### src/rtl/mux_scan_pkg.sv
// Shared types and sizes for the mux scan controller and its settle timer.
package mux_scan_pkg;

    localparam int CHANNELS = 16;
    localparam int SEL_W    = 4;
    localparam int CNT_W    = 4;

    typedef enum logic [1:0] {
        ST_IDLE   = 2'd0,
        ST_SETTLE = 2'd1,
        ST_SAMPLE = 2'd2,
        ST_DONE   = 2'd3
    } state_e;

    function automatic logic is_last_chan(input logic [SEL_W-1:0] s);
        return s == SEL_W'(CHANNELS - 1);
    endfunction

endpackage

### src/rtl/settle_timer.sv
// Down-counter that holds off sampling until the external mux output has settled.
module settle_timer
    import mux_scan_pkg::*;
#(
    parameter int unsigned SETTLE_CYCLES = 2
) (
    input  logic clk,
    input  logic rst,
    input  logic load_i,
    input  logic run_i,
    output logic expired_o
);

    logic [CNT_W-1:0] cnt_q, cnt_d;

    always_comb begin
        cnt_d = cnt_q;
        if (load_i) begin
            cnt_d = CNT_W'(SETTLE_CYCLES);
        end else if (run_i && (cnt_q != '0)) begin
            cnt_d = cnt_q - 1'b1;
        end
    end

    always_ff @(posedge clk) begin
        if (rst) begin
            cnt_q <= '0;
        end else begin
            cnt_q <= cnt_d;
        end
    end

    // The last settle cycle is the one where the count reads 1.
    assign expired_o = (cnt_q == CNT_W'(1));

endmodule

### src/rtl/mux_scan_ctrl.sv
// Sequences the select of an external 16:1 mux and captures its output bit by bit.
module mux_scan_ctrl
    import mux_scan_pkg::*;
#(
    parameter int unsigned SETTLE_CYCLES = 2
) (
    input  logic                clk,
    input  logic                rst,
    input  logic                start,
    input  logic                mode,
    input  logic [SEL_W-1:0]    chan,
    input  logic                abort,
    input  logic                mux_out,
    output logic [SEL_W-1:0]    sel,
    output logic                busy,
    output logic                done,
    output logic [CHANNELS-1:0] data
);

    state_e              state_q, state_d;
    logic [SEL_W-1:0]    sel_q, sel_d;
    logic                mode_q, mode_d;
    logic [CHANNELS-1:0] data_q, data_d;

    logic timer_load;
    logic timer_run;
    logic timer_expired;
    logic sample_en;
    logic clear_data;

    settle_timer #(
        .SETTLE_CYCLES(SETTLE_CYCLES)
    ) u_settle_timer (
        .clk      (clk),
        .rst      (rst),
        .load_i   (timer_load),
        .run_i    (timer_run),
        .expired_o(timer_expired)
    );

    always_comb begin
        state_d    = state_q;
        sel_d      = sel_q;
        mode_d     = mode_q;
        timer_load = 1'b0;
        timer_run  = 1'b0;
        sample_en  = 1'b0;
        clear_data = 1'b0;
        case (state_q)
            ST_IDLE: begin
                if (start) begin
                    state_d    = ST_SETTLE;
                    mode_d     = mode;
                    sel_d      = mode ? chan : '0;
                    timer_load = 1'b1;
                    clear_data = ~mode;
                end
            end
            ST_SETTLE: begin
                if (abort) begin
                    state_d = ST_IDLE;
                end else begin
                    timer_run = 1'b1;
                    if (timer_expired) begin
                        state_d = ST_SAMPLE;
                    end
                end
            end
            ST_SAMPLE: begin
                // An abort here drops the pending sample as well as the scan.
                if (abort) begin
                    state_d = ST_IDLE;
                end else begin
                    sample_en = 1'b1;
                    if (mode_q || is_last_chan(sel_q)) begin
                        state_d = ST_DONE;
                    end else begin
                        sel_d      = sel_q + 1'b1;
                        timer_load = 1'b1;
                        state_d    = ST_SETTLE;
                    end
                end
            end
            ST_DONE: begin
                state_d = ST_IDLE;
            end
        endcase
    end

    for (genvar gi = 0; gi < CHANNELS; gi++) begin : g_data_bit
        assign data_d[gi] = clear_data                                ? 1'b0    :
                            (sample_en && (sel_q == SEL_W'(gi)))      ? mux_out :
                                                                        data_q[gi];
    end

    always_ff @(posedge clk) begin
        if (rst) begin
            state_q <= ST_IDLE;
            sel_q   <= '0;
            mode_q  <= 1'b0;
            data_q  <= '0;
        end else begin
            state_q <= state_d;
            sel_q   <= sel_d;
            mode_q  <= mode_d;
            data_q  <= data_d;
        end
    end

    assign sel  = sel_q;
    assign busy = (state_q == ST_SETTLE) || (state_q == ST_SAMPLE);
    assign done = (state_q == ST_DONE);
    assign data = data_q;

endmodule

### config.mk
export PLATFORM = sky130hd
export DESIGN_NAME = mux_scan_ctrl
export DESIGN_NICKNAME = d
export VERILOG_FILES = /design/src/rtl/mux_scan_pkg.sv /design/src/rtl/settle_timer.sv /design/src/rtl/mux_scan_ctrl.sv
export SDC_FILE = /design/constraint.sdc
export NUM_CORES = 1
export LEC_CHECK = 0
export ABC_AREA = 1
export BUFFER_PORTS_ARGS = -buffer_cell sky130_fd_sc_hd__buf_2
export CAP_MARGIN = 10
export CORE_AREA = 2 2 58 60
export DETAILED_ROUTE_END_ITERATION = 16
export DIE_AREA = 0 0 60 62
export PLACE_DENSITY = 0.71
export SYNTH_ARGS = -nofsm -noshare
export SYNTH_HDL_FRONTEND = slang
export SYNTH_SLANG_ARGS = --single-unit
export TNS_END_PERCENT = 5
### constraint.sdc
create_clock -name clk -period 3.45 [get_ports clk]
set_input_delay 0.1725 -clock clk [delete_from_list [all_inputs] [get_ports clk]]
set_output_delay 0.1725 -clock clk [all_outputs]
set_load 0.01 [all_outputs]
==> impl_metrics.json, run 1 <==
{
  "initialDrtViolationCount": 55,
  "p_switching_uw": 220,
  "cellPowerDensity_nw_per_um2": 382,
  "ys.warnings.count": 0,
  "drtPass1Iterations": 4,
  "fin_skew_ns": 0.00451,
  "placed_area_um2": 1660,
  "pwr-share-seq_pct": 54.0,
  "via_count": 1353,
  "cts_sinks": 27,
  "cts_buffers": 3,
  "fin_crit_ns": 1.57,
  "ios": 32,
  "relSlewSlack_pct": 54.3,
  "clockPowerShare_pct": 20.9,
  "fin_tns_setup_ns": 0,
  "io_buffer_count": 31,
  "swShare_pct": 34.0,
  "power.internal_uw": 426,
  "hold_viol": 0,
  "nets": 258,
  "worstPathMaxFanout": 7,
  "max_freq_mhz": 639,
  "worst_slack_ns": 1.88,
  "syn_to_final_growth_pct": 14.9,
  "drv_slew": 0,
  "die-width_um": 60,
  "ctsHtreeMaxLevel": 1,
  "grt.total_usage_pct": 18.5,
  "grt_max_degree": 18,
  "setup_viol": 0,
  "period_share_pct": 45.4,
  "hpwlAfterDp_um": 2400,
  "start_util_pct": 46.3,
  "cts-root-buf": "clkbuf_4",
  "leakagePower_uw": 0.000854,
  "antenna_found_initial": 0,
  "multiInputGateArea_um2": 801,
  "utilization_pct": 53.2,
  "place_congestion": 0.806,
  "die_y_um": 62,
  "cp.arrival_ns": 1.76,
  "postRouteAntennaNets": 0,
  "syn_area_um2": 1470,
  "grt_first_pass_wirelength_um": 5270,
  "irDropWorstVdd_mv": 0.219,
  "hp-class": "in2reg",
  "worstMarginPinSlew_ns": 0.685,
  "cts_tree": "yes",
  "criticalPathCategory": "reg2reg",
  "max-cap-violations": 0,
  "end_kind": "flip-flop",
  "status": "finished clean",
  "core_area_um2": 3180,
  "drc_errors": 0,
  "fillers": 309,
  "drive_gt1_share_pct": 19.8,
  "syn-instance-count": 206,
  "synth_cell_types": 18,
  "avgViaCountPerCell": 4.78,
  "regArea_um2": 541,
  "ctsResizeCount": 0,
  "clk_pin_slew_ns": 0.14,
  "syn-num-nets": 226,
  "start_kind": "flip-flop",
  "ys_seq_area_share_pct": 36.7,
  "row_count": 21,
  "final_cell_mix": "nand2_1, nand3_1, buf_2",
  "ys_ff_latch": 27,
  "wire_per_inst_um": 10.9,
  "fin_area_um2": 1690,
  "dieArea_um2": 3720,
  "combPwrFrac_pct": 25.1,
  "rsz0062_at_grt": "false",
  "overflow": 0,
  "layout_commonest_cell": "nand2_1",
  "num_antenna_cells": 0,
  "required_ns": 3.64,
  "clock_latency_ns": 0.32,
  "synth_area_per_cell_um2": 7.14,
  "place_ws_ns": 1.91,
  "wl_um": 3100,
  "cts_hold_buf": 0,
  "post_cts_buffers": 0,
  "cts_buffer_depth": 2,
  "first_global_vias": 1238
}
metal layers:
layer | vias up | share of wire [%] | routed length (um) | track usage, %
li1 | 739 | - | - | -
met1 | 581 | 51 | 1590 | 24.0
met2 | 29 | 44 | 1350 | 31.7
met3 | 4 | 3.3 | 103 | 2.48
met4 | 0 | 1.5 | 46 | 6.67
met5 | - | 0 | 0 | 0
Yosys cell counts, drive strengths merged:
master	number	share of area, %
nand2	40	12
nand3	31	11
dfxtp	27	37
a21oi	25	9.3
inv	23	6.0
nor2	21	6.5
o21ai	21	7.4
ha	10	8.5
clkinv	4	1.4
buf	2	0.85
clkbuf	2	0.59
registers in the layout (all words and copies together) (netlist names):
| name | flops |
|---|---|
| state_q | 2 |
| sel | 4 |
| data | 16 |
| u_settle_timer.cnt_q | 4 |
| mode_q | 1 |
critical path: stages, from the launching register on:
cell and delay [ns]:
dfxtp_1 0.36, inv_1 0.08, ha_1 0.32, inv_4 0.11
nor2_8 0.20, nand2_4 0.10, o21ai_0 0.18, a21oi_1 0.08
cell type report:
cell class / count / share of cell area [%]
multi-input cells: 148 / 47.4
clock buffers: 3 / 1.33
clock inverters: 1 / 0.296
flip-flops and latches: 27 / 32.0
well taps: 46 / 3.40
repair buffers: 31 / 9.18
inverters: 27 / 6.44
metrics by stage:
step / hold slack (ns) / instances / total power, uW
after global placement: 0.365 / 279 / 516
after floorplan: 0.242 / 206 / 477
after CTS: 0.0101 / 283 / 652
after global routing: 0.00162 / 283 / 695
final: 0.0178 / 283 / 646
after detailed placement: 0.364 / 279 / 518
power by group through the flow:
| stage | Combinational, uW | Sequential (uW) | Clock, uW |
|---|---|---|---|
| 3_3_place_gp | 160 | 356 | 0 |
| 2_1_floorplan | 125 | 352 | 0 |
| 6_report | 162 | 349 | 135 |
| 5_1_grt | 189 | 352 | 154 |
| 3_5_place_dp | 162 | 356 | 0 |
| 4_1_cts | 163 | 349 | 140 |
kinds of logic after synthesis:
logic type	Yosys count	synth area share [%]
buf+inv	31	8.84
compound gates	46	16.7
flops	27	36.7
simple gates	92	29.3
fa+ha+maj	10	8.50
path summary, 6_finish.rpt:
path,startpoint,to,slack [ns],depth (start not counted)
max,state_q[0]$_SDFFE_PP0P_,data[0]$_SDFFE_PP0P_,1.88,7
min,rst,u_settle_timer.cnt_q[1]$_SDFFE_PP0P_,0.02,2
max reg2reg,state_q[0]$_SDFFE_PP0P_,data[0]$_SDFFE_PP0P_,1.88,7
min reg2reg,data[7]$_SDFFE_PP0P_,data[7]$_SDFFE_PP0P_,0.48,2
No activity file was read; power rests on OpenSTA's default activity.
==> run 2: changes to the inputs <==
clock period = 1.6 ns   (was 3.45 ns; I/O delays follow)
==> run 2 against run 1 <==
  * Register-to-register slack got worse by 1.7 ns
  * Sequential share of layout area decreased by 0.92 points
  * Combinational power increased by 130%
  * Sequential power increased by 110%
  * Clock skew decreased by 0.0031 ns
  * Clock power increased by 130%
  * Largest power group unchanged
  * Cell area increased by 3.0%
==> impl_metrics.json, run 2 (same netlist as run 1, synthesis figures left out) <==
{
  "status": "finished clean",
  "drtPass1Iterations": 4,
  "cts_sinks": 27,
  "leakagePower_uw": 0.000875,
  "drc_errors": 0,
  "cp-endpoint": "sel[0]$_SDFFE_PP0P_",
  "nets": 263,
  "post_cts_buffers": 0,
  "fin_tns_setup_ns": 0,
  "place_ws_ns": 0.0967,
  "required_ns": 1.85,
  "end_kind": "flip-flop",
  "drive_gt1_share_pct": 21.5,
  "criticalPathCategory": "reg2reg",
  "final_cell_mix": "nand2_1, nand3_1, buf_2",
  "irDropWorstVdd_mv": 0.450,
  "grt_max_degree": 18,
  "worstPathMaxFanout": 7,
  "fin_area_um2": 1740,
  "rsz0062_at_grt": "false",
  "initialDrtViolationCount": 64,
  "grt_first_pass_wirelength_um": 5380,
  "r2r-start": "sel[1]$_SDFFE_PP0P_",
  "via_count": 1394,
  "largest_reg_flops": 16,
  "worst_slack_ns": 0.193,
  "postRouteAntennaNets": 0,
  "crit_start": "sel[1]$_SDFFE_PP0P_",
  "max_freq_mhz": 711,
  "fin_skew_ns": 0.00140,
  "die-width_um": 60,
  "cts_tree": "yes",
  "first_global_vias": 1290,
  "cellPowerDensity_nw_per_um2": 819,
  "hpwlAfterDp_um": 2360,
  "antenna_found_initial": 0,
  "avgViaCountPerCell": 4.84,
  "cp.arrival_ns": 1.65,
  "row_count": 21,
  "layout_commonest_cell": "nand2_1",
  "num_antenna_cells": 0,
  "fin_crit_ns": 1.41,
  "ctsHtreeMaxLevel": 1,
  "hp-class": "in2reg",
  "grt.total_usage_pct": 18.8,
  "place_congestion": 0.819,
  "rr_endpoint": "sel[0]$_SDFFE_PP0P_",
  "dieArea_um2": 3720,
  "r2r_slack_ns": 0.19,
  "ios": 32,
  "hold_viol": 0,
  "period_share_pct": 88.0,
  "overflow": 0,
  "cts_buffer_depth": 2,
  "drv_slew": 0,
  "syn_to_final_growth_pct": 18.3,
  "cts-root-buf": "clkbuf_4",
  "relSlewSlack_pct": 68.9,
  "start_util_pct": 46.3,
  "wl_um": 3070,
  "worstMarginPinSlew_ns": 0.465,
  "cts_buffers": 3,
  "clk_pin_slew_ns": 0.15,
  "setup_viol": 0,
  "clock_latency_ns": 0.33,
  "max-cap-violations": 0,
  "wire_per_inst_um": 10.7,
  "start_kind": "flip-flop",
  "die_y_um": 62,
  "reg2reg_depth": 8,
  "io_buffer_count": 31,
  "core_area_um2": 3180,
  "fillers": 328,
  "placed_area_um2": 1690
}
==> run 2: cell count changes in the layout (fill, tap and decap cells not counted), sizes merged <==
cell	previous run	this run
buf	31	35
clkinvlp	0	1
dlygate4sd3	0	1
clkinv	5	4
==> run 2: stage by stage <==
stage / total power, uW / utilization [%] / std cells / hold WS (ns)
after CTS: 1430 / 54.5 / 288 / 0.0999
after global routing: 1530 / 54.7 / 288 / 0.107
after floorplan: 1030 / - / 206 / 0.149
after detailed placement: 1130 / 53.2 / 283 / 0.274
final: 1420 / 54.7 / 288 / 0.109
after global placement: 1130 / 53.2 / 283 / 0.274
==> run 2: timing repair <==
action	in CTS	in global routing
resized for setup	0	2
setup endpoints to repair	0	18
hold buffers	1	0
endpoints found under the hold margin	2	0
==> run 2: layer usage <==
metal	vias up	track usage, %	part of all wire (%)
met2	37	30.9	45
li1	746	-	-
met1	606	25.2	49
met5	-	0	0
met4	0	6.98	1.3
met3	5	2.48	4.4
==> run 2: worst min path at each step <==
stage	from	end	slack (ns)	depth (start not counted)
after floorplan	rst	state_q[1]$_SDFFE_PP0P_	0.15	1
after global placement	rst	u_settle_timer.cnt_q[1]$_SDFFE_PP0P_	0.27	2
after detailed placement	rst	state_q[1]$_SDFFE_PP0P_	0.27	2
after CTS	start	state_q[1]$_SDFFE_PP0P_	0.1	4
after global routing	start	state_q[1]$_SDFFE_PP0P_	0.11	4
final	start	state_q[1]$_SDFFE_PP0P_	0.11	4
==> run 2: power breakdown <==
part           switching, uW  internal (uW)
registers               42.3            706
logic                    238            135
clock network            208           95.7
==> run 2: final cells by class <==
class	count	area (um^2)	share of cell area, %
multi-input combinational	148	808	46.4
sequential	27	541	31.1
timing repair buffer	36	195	11.2
inverter	27	109	6.25
tap	46	57.6	3.31
clock buffer	3	22.5	1.29
clock inverter	1	7.51	0.431
==> run 2: critical path, stage by stage, from the launching register on <==
cell and delay (ns):
dfxtp_1 0.47, ha_1 0.21, nand3_1 0.12, nand3_1 0.10, nand2_1 0.12, nand2_1 0.14
nand2_1 0.06, nand2_1 0.05, nor2_1 0.04
